<file path="config.mk">
export PLATFORM = sky130hd
export DESIGN_NAME = sparc_exu_ecl_divseq
export DESIGN_NICKNAME = d
export VERILOG_FILES = /design/src/rtl/sparc_exu_ecl_divseq.sv
export SDC_FILE = /design/constraint.sdc
export NUM_CORES = 1
export LEC_CHECK = 0
export CORE_AREA = 2 2 39 41
export CTS_CLUSTER_DIAMETER = 120
export DETAILED_ROUTE_END_ITERATION = 16
export DIE_AREA = 0 0 41 43
export GPL_ROUTABILITY_DRIVEN = 0
export PLACE_DENSITY = 0.68
export SLEW_MARGIN = 20
export SYNTH_ARGS = -nofsm -noshare
export SYNTH_HDL_FRONTEND = slang
export SYNTH_SLANG_ARGS = --single-unit
</file>
<file path="constraint.sdc">
create_clock -name clk -period 2.6 [get_ports clk]
set_input_delay 0.52 -clock clk [delete_from_list [all_inputs] [get_ports clk]]
set_output_delay 0.52 -clock clk [all_outputs]
set_load 0.01 [all_outputs]
</file>
<file path="src/rtl/sparc_exu_ecl_divseq.sv">
// Divide iteration sequencer for the EXU ECL.
// It accepts a divide start, tests for a zero divisor, and steps through ITERS
// iteration cycles and one fix-up cycle. It then holds a done/ack handshake
// with ECL. The sequencer also drives the reset of the external 6-bit
// iteration counter (sparc_exu_ecl_cnt6) and watches that counter's value.
// Every output is a flop loaded from the next-state decode, so no input has a
// combinational path to any output.
module sparc_exu_ecl_divseq #(
  parameter int ITERS = 32
) (
  input  logic       clk,
  input  logic       rst_l,
  input  logic       div_start,
  input  logic [1:0] div_thr,
  input  logic       divisor_zero,
  input  logic       div_kill,
  input  logic [5:0] cntr,
  input  logic       div_ack,
  output logic       cnt_reset,
  output logic       div_busy,
  output logic       div_iter_en,
  output logic       div_fix_en,
  output logic       div_done,
  output logic       div_zero_trap,
  output logic [1:0] div_thr_out
);

  // The last RUN cycle is the one in which the counter shows ITERS-1.
  // ITERS=64 gives a terminal count of 63, so the counter never wraps in RUN.
  localparam logic [5:0] TERM_CNT = 6'(ITERS - 1);

  typedef enum logic [2:0] {
    ST_IDLE = 3'd0,
    ST_CHK  = 3'd1,
    ST_RUN  = 3'd2,
    ST_FIX  = 3'd3,
    ST_DONE = 3'd4
  } state_t;

  state_t     state_r;
  state_t     state_s;
  logic [1:0] thr_r;
  logic [1:0] thr_s;
  logic       zero_r;
  logic       zero_s;

  logic       cnt_reset_r;
  logic       busy_r;
  logic       iter_en_r;
  logic       fix_en_r;
  logic       done_r;
  logic       zero_trap_r;

  // Compute the next state, the captured thread and the zero-divisor flag.
  always_comb begin
    state_s = state_r;
    thr_s   = thr_r;
    zero_s  = zero_r;
    if (div_kill) begin
      // A flush aborts any divide in flight and drops a start issued in IDLE.
      // The thread tag is left unchanged because it is don't-care after a kill.
      state_s = ST_IDLE;
    end else begin
      case (state_r)
        ST_IDLE: begin
          if (div_start) begin
            state_s = ST_CHK;
            thr_s   = div_thr;
            zero_s  = 1'b0;
          end else begin
            state_s = ST_IDLE;
          end
        end
        ST_CHK: begin
          if (divisor_zero) begin
            state_s = ST_DONE;
            zero_s  = 1'b1;
          end else begin
            state_s = ST_RUN;
          end
        end
        ST_RUN: begin
          if (cntr == TERM_CNT) begin
            state_s = ST_FIX;
          end else begin
            state_s = ST_RUN;
          end
        end
        ST_FIX: begin
          state_s = ST_DONE;
        end
        ST_DONE: begin
          if (div_ack) begin
            if (div_start) begin
              // Back-to-back divide: the ack frees the result and the new
              // request goes straight to the divisor check.
              state_s = ST_CHK;
              thr_s   = div_thr;
              zero_s  = 1'b0;
            end else begin
              state_s = ST_IDLE;
            end
          end else begin
            state_s = ST_DONE;
          end
        end
        default: begin
          state_s = ST_IDLE;
        end
      endcase
    end
  end

  // Update the state register, the thread tag and the zero flag; reset wins over all inputs.
  always_ff @(posedge clk) begin
    if (!rst_l) begin
      state_r <= ST_IDLE;
      thr_r   <= 2'd0;
      zero_r  <= 1'b0;
    end else begin
      state_r <= state_s;
      thr_r   <= thr_s;
      zero_r  <= zero_s;
    end
  end

  // Load the output flops from the next-state decode so they line up with state_r.
  always_ff @(posedge clk) begin
    if (!rst_l) begin
      cnt_reset_r <= 1'b1;
      busy_r      <= 1'b0;
      iter_en_r   <= 1'b0;
      fix_en_r    <= 1'b0;
      done_r      <= 1'b0;
      zero_trap_r <= 1'b0;
    end else begin
      cnt_reset_r <= (state_s != ST_RUN);
      busy_r      <= (state_s != ST_IDLE);
      iter_en_r   <= (state_s == ST_RUN);
      fix_en_r    <= (state_s == ST_FIX);
      done_r      <= (state_s == ST_DONE);
      zero_trap_r <= (state_s == ST_DONE) & zero_s;
    end
  end

  assign cnt_reset     = cnt_reset_r;
  assign div_busy      = busy_r;
  assign div_iter_en   = iter_en_r;
  assign div_fix_en    = fix_en_r;
  assign div_done      = done_r;
  assign div_zero_trap = zero_trap_r;
  assign div_thr_out   = thr_r;

endmodule

</file>
---- Word level (Yosys, flattened, before mapping) ----
Cells that the tools add are included.
storage, ports and cells
  register bits ........................... 12
  input bits .............................. 14
cells by class
  eq/ne operators ......................... 10
  muxes and demuxes ....................... 14
  bitwise logic cells ..................... 2
  reduce and logical (&&, ||, !) cells .... 4
operators with widths
  kind                count
  $pmux 3 s5          1
  $eq 3x2->1 const B  4
  $mux 3              3
  $eq 3x3->1 const B  2
  $eq 6x5->1 const B  1
  $mux 1              6
  $mux 2              2
  $pmux 2 s2          1
  $eq 3x1->1 const B  1
  $logic_not 3->1     1
  $ne 3x2->1 const B  1
  $pmux 1 s3          1
  $reduce_and 3->1    1
  $reduce_bool 3->1   1
  $ne 2x2->1 const B  1
  $reduce_bool 2->1   1
  $and 1x1->1         1
  $not 1->1           1

---- Longest topological paths before layout ----
Gate-level depths: netlist of the first run.
  depth in word-level cells ............... 6
  mapped depth ............................ 3

---- Least setup slack after synthesis of the first run ----
Ideal clock, no wire load.
  path kind ............................... input -> register
  start point ............................. input div_kill
  end point ............................... register zero_trap_r (netlist: div_zero_trap)
  arrival ................................. 1.289 ns
  data required time ...................... 2.473 ns
  path slack .............................. 1.183 ns
  stages .................................. 3
  buffers on the path ..................... 0
  path through ............................ or4b_4 -> o211ai_2 -> a211oi_1
between the ends
  cells in the longest elaborated chain, start to end .. 3
RTL lines
  what                  RTL line  text
  start, declared       16        input logic div_kill,
  $mux 3                59        if (div_kill) begin
  $eq 3x3->1            142       zero_trap_r <= (state_s == ST_DONE) & zero_s;
  $and 1x1->1 (*)       142
  end signal, assigned  142
  end, declared         52        logic zero_trap_r;
Mark *: on every way between the ends. The rest lies on a longest branch, timed or not.
A chain may end at the register's enable or synchronous reset.

---- Worst setup path in the final report of the first run ----
Ends and elaborated chain as after synthesis.

==> results of run 1 <==
## where the power goes
part	internal (mW)	switching [mW]	total (mW)
Combinational	0.0307	0.0169	0.0476
Clock	0.0536	0.0543	0.108
Sequential	0.188	0.00283	0.191
Total	0.272	0.0740	0.346
## logic make-up after synthesis
group	Yosys count	share of synthesized area
multiplexers	1	0.0207
buffers and inverters	1	0.00774
AND/OR/NAND/NOR	24	0.310
flip-flops	12	0.496
AO/OA/AOI/OAI	11	0.165
## metal layers
metal / vias to the layer above / track usage / share of wire
met5: - / 0 / 0
met4: 0 / 0.100 / 0.033
met3: 5 / 0.0366 / 0.096
met2: 21 / 0.200 / 0.43
met1: 195 / 0.175 / 0.44
li1: 233 / - / -
## Yosys cell counts (2+ instances only)
cell	instances
nand3_1	3
nand2b_1	2
nand4_1	2
o21ai_1	2
nor3_1	2
nor2b_1	3
dfxtp_1	12
nand2_1	2
nor2_1	4
a21oi_1	3
## sequential cells by signal, indices dropped and copies added (netlist names)
register / flops
cnt_reset: 1
div_busy: 1
div_done: 1
div_fix_en: 1
div_iter_en: 1
div_thr_out: 2
div_zero_trap: 1
state_r: 3
zero_r: 1
## cell usage in the layout, fill, tap and decap left out, drive strengths merged, types with 3 or more instances in the layout
cell           instances
a21oi                  3
nor2b                  3
nor2                   4
clkbuf                 3
clkdlybuf4s50         21
dfxtp                 12
nand3                  3
## through the flow
stage | total power [mW] | hold WS (ps) | util | cells | setup WS, ps
2_1_floorplan | 0.212 | 447 | - | 49 | 1180
3_3_place_gp | 0.243 | 467 | 0.516 | 86 | 571
3_5_place_dp | 0.243 | 472 | 0.516 | 86 | 551
4_1_cts | 0.351 | 485 | 0.533 | 89 | 835
5_1_grt | 0.366 | 501 | 0.533 | 89 | 768
6_report | 0.346 | 483 | 0.533 | 89 | 833
## tightest hold or removal path: cells and delay by family, from the launching register on
family          cells  cell delay (ps)
flops               1              310
simple gates        1               60
compound gates      1               70
## final timing paths
path,cells after the start,end,start
setup / recovery,4,div_zero_trap,div_kill
hold / removal,2,zero_r,zero_r
setup reg to reg,3,div_zero_trap,state_r[1]
hold reg to reg,2,zero_r,zero_r
## cell type report
class	instances	area (um2)
inverter	1	3.75
multi-input combinational	36	240
clock buffer	3	22.5
timing repair buffer	21	210
sequential	12	240
tap	16	20.0
fill	132	647
==> flow_metrics.env, run 1 <==
export IMPL_powerDensity_mw_per_mm2=470
export IMPL_vias=454
export IMPL_wl_per_cell_um=11.0
export IMPL_irDropWorstVdd_v=0.000219
export IMPL_cts_repair_resized=0
export IMPL_root_buffer="clkbuf_4"
export IMPL_cp_arrival_ps=1920
export IMPL_portBuffers=21
export IMPL_hold_buffers=0
export IMPL_placed_area_um2=714
export IMPL_path_cells="clkdlybuf4s50_1, or4b_4, o211ai_2, a211oi_1"
export IMPL_antennaDiodeCount=0
export IMPL_synth_edf_count=0
export IMPL_grt_pass1_vias=416
export IMPL_clk_pin_slew_worst_paths_ps=70
export IMPL_cts_buffers=3
export IMPL_yosysWarnings=0
export IMPL_wl_um=980
export IMPL_hpwl_um=786
export IMPL_dieArea_mm2=0.00176
export IMPL_ant_nets=0
export IMPL_layout_min_cycle_time_ps=1770
export IMPL_max_freq_mhz=566
export IMPL_cts_tree="built"
export IMPL_cpMaxStageDelayCell="or4b_4"
export IMPL_drt_iter0_drc=4
export IMPL_core_area_mm2=0.00138
export IMPL_grt_max_degree=8
export IMPL_num_rows=14
export IMPL_grt_pass1_wl_um=1680
export IMPL_worstSetupPathType="input pin to flip-flop"
export IMPL_syn_to_final_growth_pct=52.2
export IMPL_status="finished clean"
export IMPL_clk_latency_ps=270
export IMPL_worstPathMaxFanout=7
export IMPL_initial_core_util=0.350
export IMPL_min_path_type="flip-flop to flip-flop"
export IMPL_post_cts_buffers=0
export IMPL_finalNetCount=89
export IMPL_slew_violations=0
export IMPL_synth_area_leader_cell="dfxtp_1"
export IMPL_hold_viol_final=0
export IMPL_syn_inst=49
export IMPL_synth_distinct_cells=24
export IMPL_grt_overflow=0
export IMPL_critPathMaxStageDelay_ps=600
export IMPL_finalClockSkew_ps=4.10
export IMPL_final_area_um2=737
export IMPL_r2r_setup_slack_ps=1310
export IMPL_layout_worst_path_cycle_share=0.679
export IMPL_worstMarginPinSlew_ps=315
export IMPL_synth_seq_cells=12
export IMPL_synth_top_flop_cell="dfxtp_1"
export IMPL_setup_viol=0
export IMPL_die_h_um=43
export IMPL_relSlewSlack=0.789
export IMPL_cts_path_max_buffers=2
export IMPL_rsz0062_at_grt="false"
export IMPL_drive_gt1_frac=0.0822
export IMPL_synth_top_area_frac=0.496
export IMPL_die_x_um=41
export IMPL_synth_async_reset_ratio=0
export IMPL_path_delay_family="simple AND/OR/NAND/NOR gates"
export IMPL_synth_nets=63
export IMPL_critPathCaptureType="flip-flop"
export IMPL_synth_yosys_seq_area_share=0.496
export IMPL_numClockSinks=12
export IMPL_critPathBufInv=1
export IMPL_dr_pass1_iters=2
export IMPL_syn_avg_cell_area_um2=9.88
export IMPL_synth_area_um2=484
export IMPL_timing_setup_tns_ps=0
export IMPL_maxCapViolations=0
export IMPL_drc_errors=0
export IMPL_grt_antenna_before_repair=0
export IMPL_ios=22
export IMPL_htreeDepth=1
export IMPL_globalRouteTotalUtil=0.141
export IMPL_p_leak_nw=0.290
export IMPL_synth_area_leaders="dfxtp_1 50%, nor2b_1 3.9%, a21oi_1 3.1%, nand3_1 3.1%, nor2_1 3.1%"
export IMPL_required_ps=2750
export IMPL_drt_vias_per_instance=5.10
export IMPL_cp_start_kind="input pin"
Power figures use the tool's default switching activity.
==> inputs of run 2 (changes only) <==
==> constraint.sdc (replaced) <==
create_clock -name clk -period 1.65 [get_ports clk]
set_input_delay 0.33 -clock clk [delete_from_list [all_inputs] [get_ports clk]]
set_output_delay 0.33 -clock clk [all_outputs]
set_load 0.01 [all_outputs]
==> run 2 against run 1 <==
  * Wire length increased by 1.5%
  * Global-route usage increased by 0.53 points
  * Clock power increased by 110%
  * Clock-buffer cell count increased by 1
  * Sequential share of layout area decreased by 1.2 points
  * Via count increased by 4.4%
  * Final area increased by 3.9%
  * Core utilization increased by 2.1 points
  * First-iteration DRC count decreased by 25%
  * Die area unchanged
  * Critical endpoint is now div_thr_out[1]
==> flow_metrics.env, run 2 (synthesis gave the netlist of run 1 again) <==
export IMPL_status="finished clean"
export IMPL_vias=474
export IMPL_nFillCells=146
export IMPL_cts_path_max_buffers=2
export IMPL_cts_repair_resized=0
export IMPL_power_internal_uw=482
export IMPL_powerDensity_mw_per_mm2=796
export IMPL_largest_reg_flops=3
export IMPL_dr_pass1_iters=2
export IMPL_dieArea_mm2=0.00176
export IMPL_cp_arrival_ps=1140
export IMPL_rsz0062_at_grt="false"
export IMPL_p_seq_frac=0.493
export IMPL_antennaDiodeCount=0
export IMPL_die_h_um=43
export IMPL_startpoint="div_thr_out[1]"
export IMPL_htreeDepth=1
export IMPL_critPathCaptureType="output port"
export IMPL_finalNetCount=91
export IMPL_largest_register="state_r"
export IMPL_cts_tree="built"
export IMPL_ios=22
export IMPL_path_delay_family="buffers and inverters"
export IMPL_worstPathMaxFanout=2
export IMPL_reg2reg_from="state_r[1]"
export IMPL_cpMaxStageDelayCell="clkdlybuf4s50_1"
export IMPL_drt_iter0_drc=3
export IMPL_cp_start_kind="flip-flop"
export IMPL_grt_max_degree=8
export IMPL_fin_util=0.553
export IMPL_p_leak_nw=0.307
export IMPL_slew_violations=0
export IMPL_ant_nets=0
export IMPL_layout_min_cycle_time_ps=1470
export IMPL_critPathMaxStageDelay_ps=540
export IMPL_num_rows=14
export IMPL_hold_path_startpoint="zero_r"
export IMPL_max_freq_mhz=678
export IMPL_root_buffer="clkbuf_4"
export IMPL_layout_worst_path_cycle_share=0.894
export IMPL_path_cells="clkdlybuf4s50_1"
export IMPL_irDropWorstVdd_v=0.000347
export IMPL_cts_buffers=3
export IMPL_power_frac_comb=0.129
export IMPL_seq_area_um2=240
export IMPL_grt_antenna_before_repair=0
export IMPL_grt_pass1_vias=430
export IMPL_globalRouteTotalUtil=0.146
export IMPL_clk_pin_slew_worst_paths_ps=80
export IMPL_totalPowerFinal_uw=610
export IMPL_p_sw_uw=128
export IMPL_post_cts_buffers=0
export IMPL_switching_share=0.210
export IMPL_drc_errors=0
export IMPL_maxCapViolations=0
export IMPL_wl_um=995
export IMPL_die_x_um=41
export IMPL_worstSetupPathType="flip-flop to output port"
export IMPL_wl_per_cell_um=10.8
export IMPL_most_common_layout_cells="21 x clkdlybuf4s50_1, 12 x dfxtp_1, 4 x nor2_1"
export IMPL_drive_gt1_frac=0.118
export IMPL_drt_vias_per_instance=5.15
export IMPL_worstMarginPinSlew_ps=299
export IMPL_core_area_mm2=0.00138
export IMPL_mostFrequentLayoutCell="clkdlybuf4s50_1"
export IMPL_required_ps=1320
export IMPL_syn_to_final_growth_pct=58.1
export IMPL_numClockSinks=12
export IMPL_grt_pass1_wl_um=1680
export IMPL_setup_viol=0
export IMPL_portBuffers=21
export IMPL_multi_input_area_um2=240
export IMPL_initial_core_util=0.350
export IMPL_clk_latency_ps=270
export IMPL_relSlewSlack=0.800
export IMPL_grt_overflow=0
export IMPL_hold_buffers=0
export IMPL_min_path_type="flip-flop to flip-flop"
export IMPL_hold_viol_final=0
export IMPL_critPathBufInv=1
export IMPL_finalClockSkew_ps=0.602
export IMPL_clockPowerShare=0.378
==> run 2: cell count changes in the layout (fill, tap and decap cells not counted), sizes merged <==
| cell | before | now |
|---|---|---|
| clkbuf | 3 | 4 |
| buf | 0 | 2 |
==> run 2: path summary, 6_finish.rpt <==
check,end,slack (ps),cells past startpoint
max,div_thr_out[1],180,1
min,zero_r,480,2
max reg2reg,div_zero_trap,340,3
min reg2reg,zero_r,480,2
==> run 2: stage by stage <==
stage               hold slack, ps  cells  cell area [um2]  setup WS, ps  setup TNS [ps]
floorplan                      408     49              484           416               0
global placement               470     88              729         -38.0           -90.3
detailed placement             471     88              729         -47.9            -131
CTS                            482     92              766           152               0
global route                   492     92              766           127               0
finish                         476     92              766           175               0
==> run 2: area by class of cell <==
| type | instances | area share |
|---|---|---|
| clock buffers | 4 | 0.0474 |
| inverters | 1 | 0.00490 |
| multi-input cells | 36 | 0.314 |
| flip-flops and latches | 12 | 0.314 |
| well taps | 16 | 0.0261 |
| repair buffers | 23 | 0.294 |
==> run 2: metal layers <==
| metal | track usage | vias up | routed length, um |
|---|---|---|---|
| met5 | 0 | - | 0 |
| met4 | 0.120 | 0 | 19 |
| met3 | 0.0471 | 2 | 74 |
| met2 | 0.213 | 18 | 466 |
| met1 | 0.163 | 216 | 434 |
| li1 | - | 238 | - |
==> run 2: power by group through the flow <==
stage | clock network, mW | registers [mW] | logic, mW
4_1_cts | 0.236 | 0.301 | 0.0795
6_report | 0.230 | 0.301 | 0.0785
3_3_place_gp | 0 | 0.308 | 0.0788
2_1_floorplan | 0 | 0.309 | 0.0255
5_1_grt | 0.251 | 0.302 | 0.0864
3_5_place_dp | 0 | 0.308 | 0.0793
==> inputs of run 3 (changes only) <==
--- a/config.mk
+++ b/config.mk
@@ -6,6 +6,7 @@
 export NUM_CORES = 1
 export LEC_CHECK = 0
 export CORE_AREA = 2 2 39 41
+export CTS_BUF_LIST = sky130_fd_sc_hd__clkbuf_8
 export CTS_CLUSTER_DIAMETER = 120
 export DETAILED_ROUTE_END_ITERATION = 16
 export DIE_AREA = 0 0 41 43
==> run 3 against run 2 <==
  * Power increased by 15%
  * Sequential share of layout area decreased by 0.75 points
  * Worst setup slack improved by 23 ps
  * Wire length grew 2.5%
  * Non-clock buffer count unchanged
  * Worst hold slack got worse by 3.4 ps
  * Die area stayed put
  * Clock-buffer cell count unchanged
  * Critical endpoint is now div_zero_trap
  * Largest power group is now clock
==> flow_metrics.env, run 3 (synthesis gave the netlist of run 1 again) <==
export IMPL_startpoint="div_kill"
export IMPL_powerDensity_mw_per_mm2=894
export IMPL_grt_antenna_before_repair=0
export IMPL_mostFrequentLayoutCell="clkdlybuf4s50_1"
export IMPL_syn_to_final_growth_pct=62.0
export IMPL_p_sw_uw=142
export IMPL_clk_latency_ps=240
export IMPL_hold_viol_final=0
export IMPL_clockPowerShare=0.458
export IMPL_largest_reg_flops=3
export IMPL_final_area_um2=785
export IMPL_initial_core_util=0.350
export IMPL_layout_min_cycle_time_ps=1450
export IMPL_finalClockSkew_ps=0.894
export IMPL_dr_pass1_iters=4
export IMPL_worstPathMaxFanout=3
export IMPL_setup_viol=0
export IMPL_cts_buffers=3
export IMPL_timing_setup_tns_ps=0
export IMPL_largest_register="state_r"
export IMPL_grt_pass1_wl_um=1720
export IMPL_clk_pin_slew_worst_paths_ps=50
export IMPL_maxCapViolations=0
export IMPL_nFillCells=145
export IMPL_switching_share=0.202
export IMPL_setup_worst_path_end="div_zero_trap"
export IMPL_cp_start_kind="input pin"
export IMPL_fin_util=0.567
export IMPL_placed_area_um2=729
export IMPL_cts_path_max_buffers=2
export IMPL_r2r_setup_slack_ps=340
export IMPL_rsz0062_at_grt="false"
export IMPL_required_ps=1770
export IMPL_grt_overflow=0
export IMPL_reg2reg_from="state_r[1]"
export IMPL_rr_worst_depth=3
export IMPL_grt_pass1_vias=426
export IMPL_layout_worst_path_cycle_share=0.880
export IMPL_wl_per_cell_um=11.1
export IMPL_p_leak_nw=0.315
export IMPL_globalRouteTotalUtil=0.151
export IMPL_worstSetupPathType="input pin to flip-flop"
export IMPL_die_h_um=43
export IMPL_grt_use_met2=0.222
export IMPL_antennaDiodeCount=0
export IMPL_irDropWorstVdd_v=0.000431
export IMPL_relSlewSlack=0.810
export IMPL_power_frac_comb=0.112
export IMPL_num_rows=14
export IMPL_root_buffer="clkbuf_8"
export IMPL_vias=478
export IMPL_gr_usage_met3=0.0471
export IMPL_ios=22
export IMPL_finalNetCount=91
export IMPL_drc_errors=0
export IMPL_dieArea_mm2=0.00176
export IMPL_drive_gt1_frac=0.118
export IMPL_htreeDepth=1
export IMPL_busiest_layer="met2"
export IMPL_met1_usage=0.169
export IMPL_cts_tree="built"
export IMPL_drt_vias_per_instance=5.20
export IMPL_die_x_um=41
export IMPL_worstMarginPinSlew_ps=285
export IMPL_power_internal_uw=559
export IMPL_setup_ws_ps=198
export IMPL_numClockSinks=12
export IMPL_cts_repair_resized=0
export IMPL_dpl_worst_slack_ps=-47.9
export IMPL_grt_max_degree=8
export IMPL_r2r_end="div_zero_trap"
export IMPL_most_common_layout_cells="21 x clkdlybuf4s50_1, 12 x dfxtp_1, 4 x nor2_1, 4 x clkbuf_8"
export IMPL_max_freq_mhz=689
export IMPL_wl_um=1020
export IMPL_core_area_mm2=0.00138
export IMPL_critPathCaptureType="flip-flop"
export IMPL_cp_arrival_ps=1570
export IMPL_slew_violations=0
export IMPL_drt_iter0_drc=3
export IMPL_portBuffers=21
export IMPL_p_seq_frac=0.430
export IMPL_post_cts_buffers=0
export IMPL_hold_buffers=0
export IMPL_min_path_type="flip-flop to flip-flop"
export IMPL_status="finished clean"
export IMPL_ant_nets=0
## run 3: through the flow
stage | cells | hold WS, ps | power, mW
after floorplan | 49 | 408 | 0.335
after global placement | 88 | 470 | 0.386
after detailed placement | 88 | 471 | 0.387
after CTS | 92 | 479 | 0.707
after global routing | 92 | 489 | 0.732
final | 92 | 473 | 0.701
## run 3: worst min path at each step
| stage | from | slack, ps | depth (start not counted) | endpoint |
|---|---|---|---|---|
| after global routing | zero_r | 490 | 2 | zero_r |
| after floorplan | div_kill | 410 | 1 | div_zero_trap |
| after global placement | zero_r | 470 | 2 | zero_r |
| final | zero_r | 470 | 2 | zero_r |
| after CTS | zero_r | 480 | 2 | zero_r |
| after detailed placement | zero_r | 470 | 2 | zero_r |
## run 3: final cells by class
cell class                      instances  area [um2]  area share
Timing Repair Buffer                   23         225       0.287
Tap cell                               16        20.0      0.0255
Clock buffer                            4        55.1      0.0702
Sequential cell                        12         240       0.306
Multi-Input combinational cell         36         240       0.306
Inverter                                1        3.75     0.00478
## run 3: per-layer routing
layer,vias up,part of all wire
li1,237,-
met1,215,0.42
met2,22,0.46
met3,4,0.082
met4,0,0.037
met5,-,0
## run 3: power by group through the flow
| stage | clock network (mW) | registers, mW | logic (mW) |
|---|---|---|---|
| final | 0.321 | 0.302 | 0.0788 |
| after global routing | 0.343 | 0.302 | 0.0865 |
| after CTS | 0.325 | 0.301 | 0.0797 |
| after detailed placement | 0 | 0.308 | 0.0793 |
| after global placement | 0 | 0.308 | 0.0788 |
| after floorplan | 0 | 0.309 | 0.0255 |
## run 3: worst max-delay path, stage by stage
cell	delay (ps)
clkdlybuf4s50_1	430
or4b_4	560
o211ai_2	170
a211oi_1	90
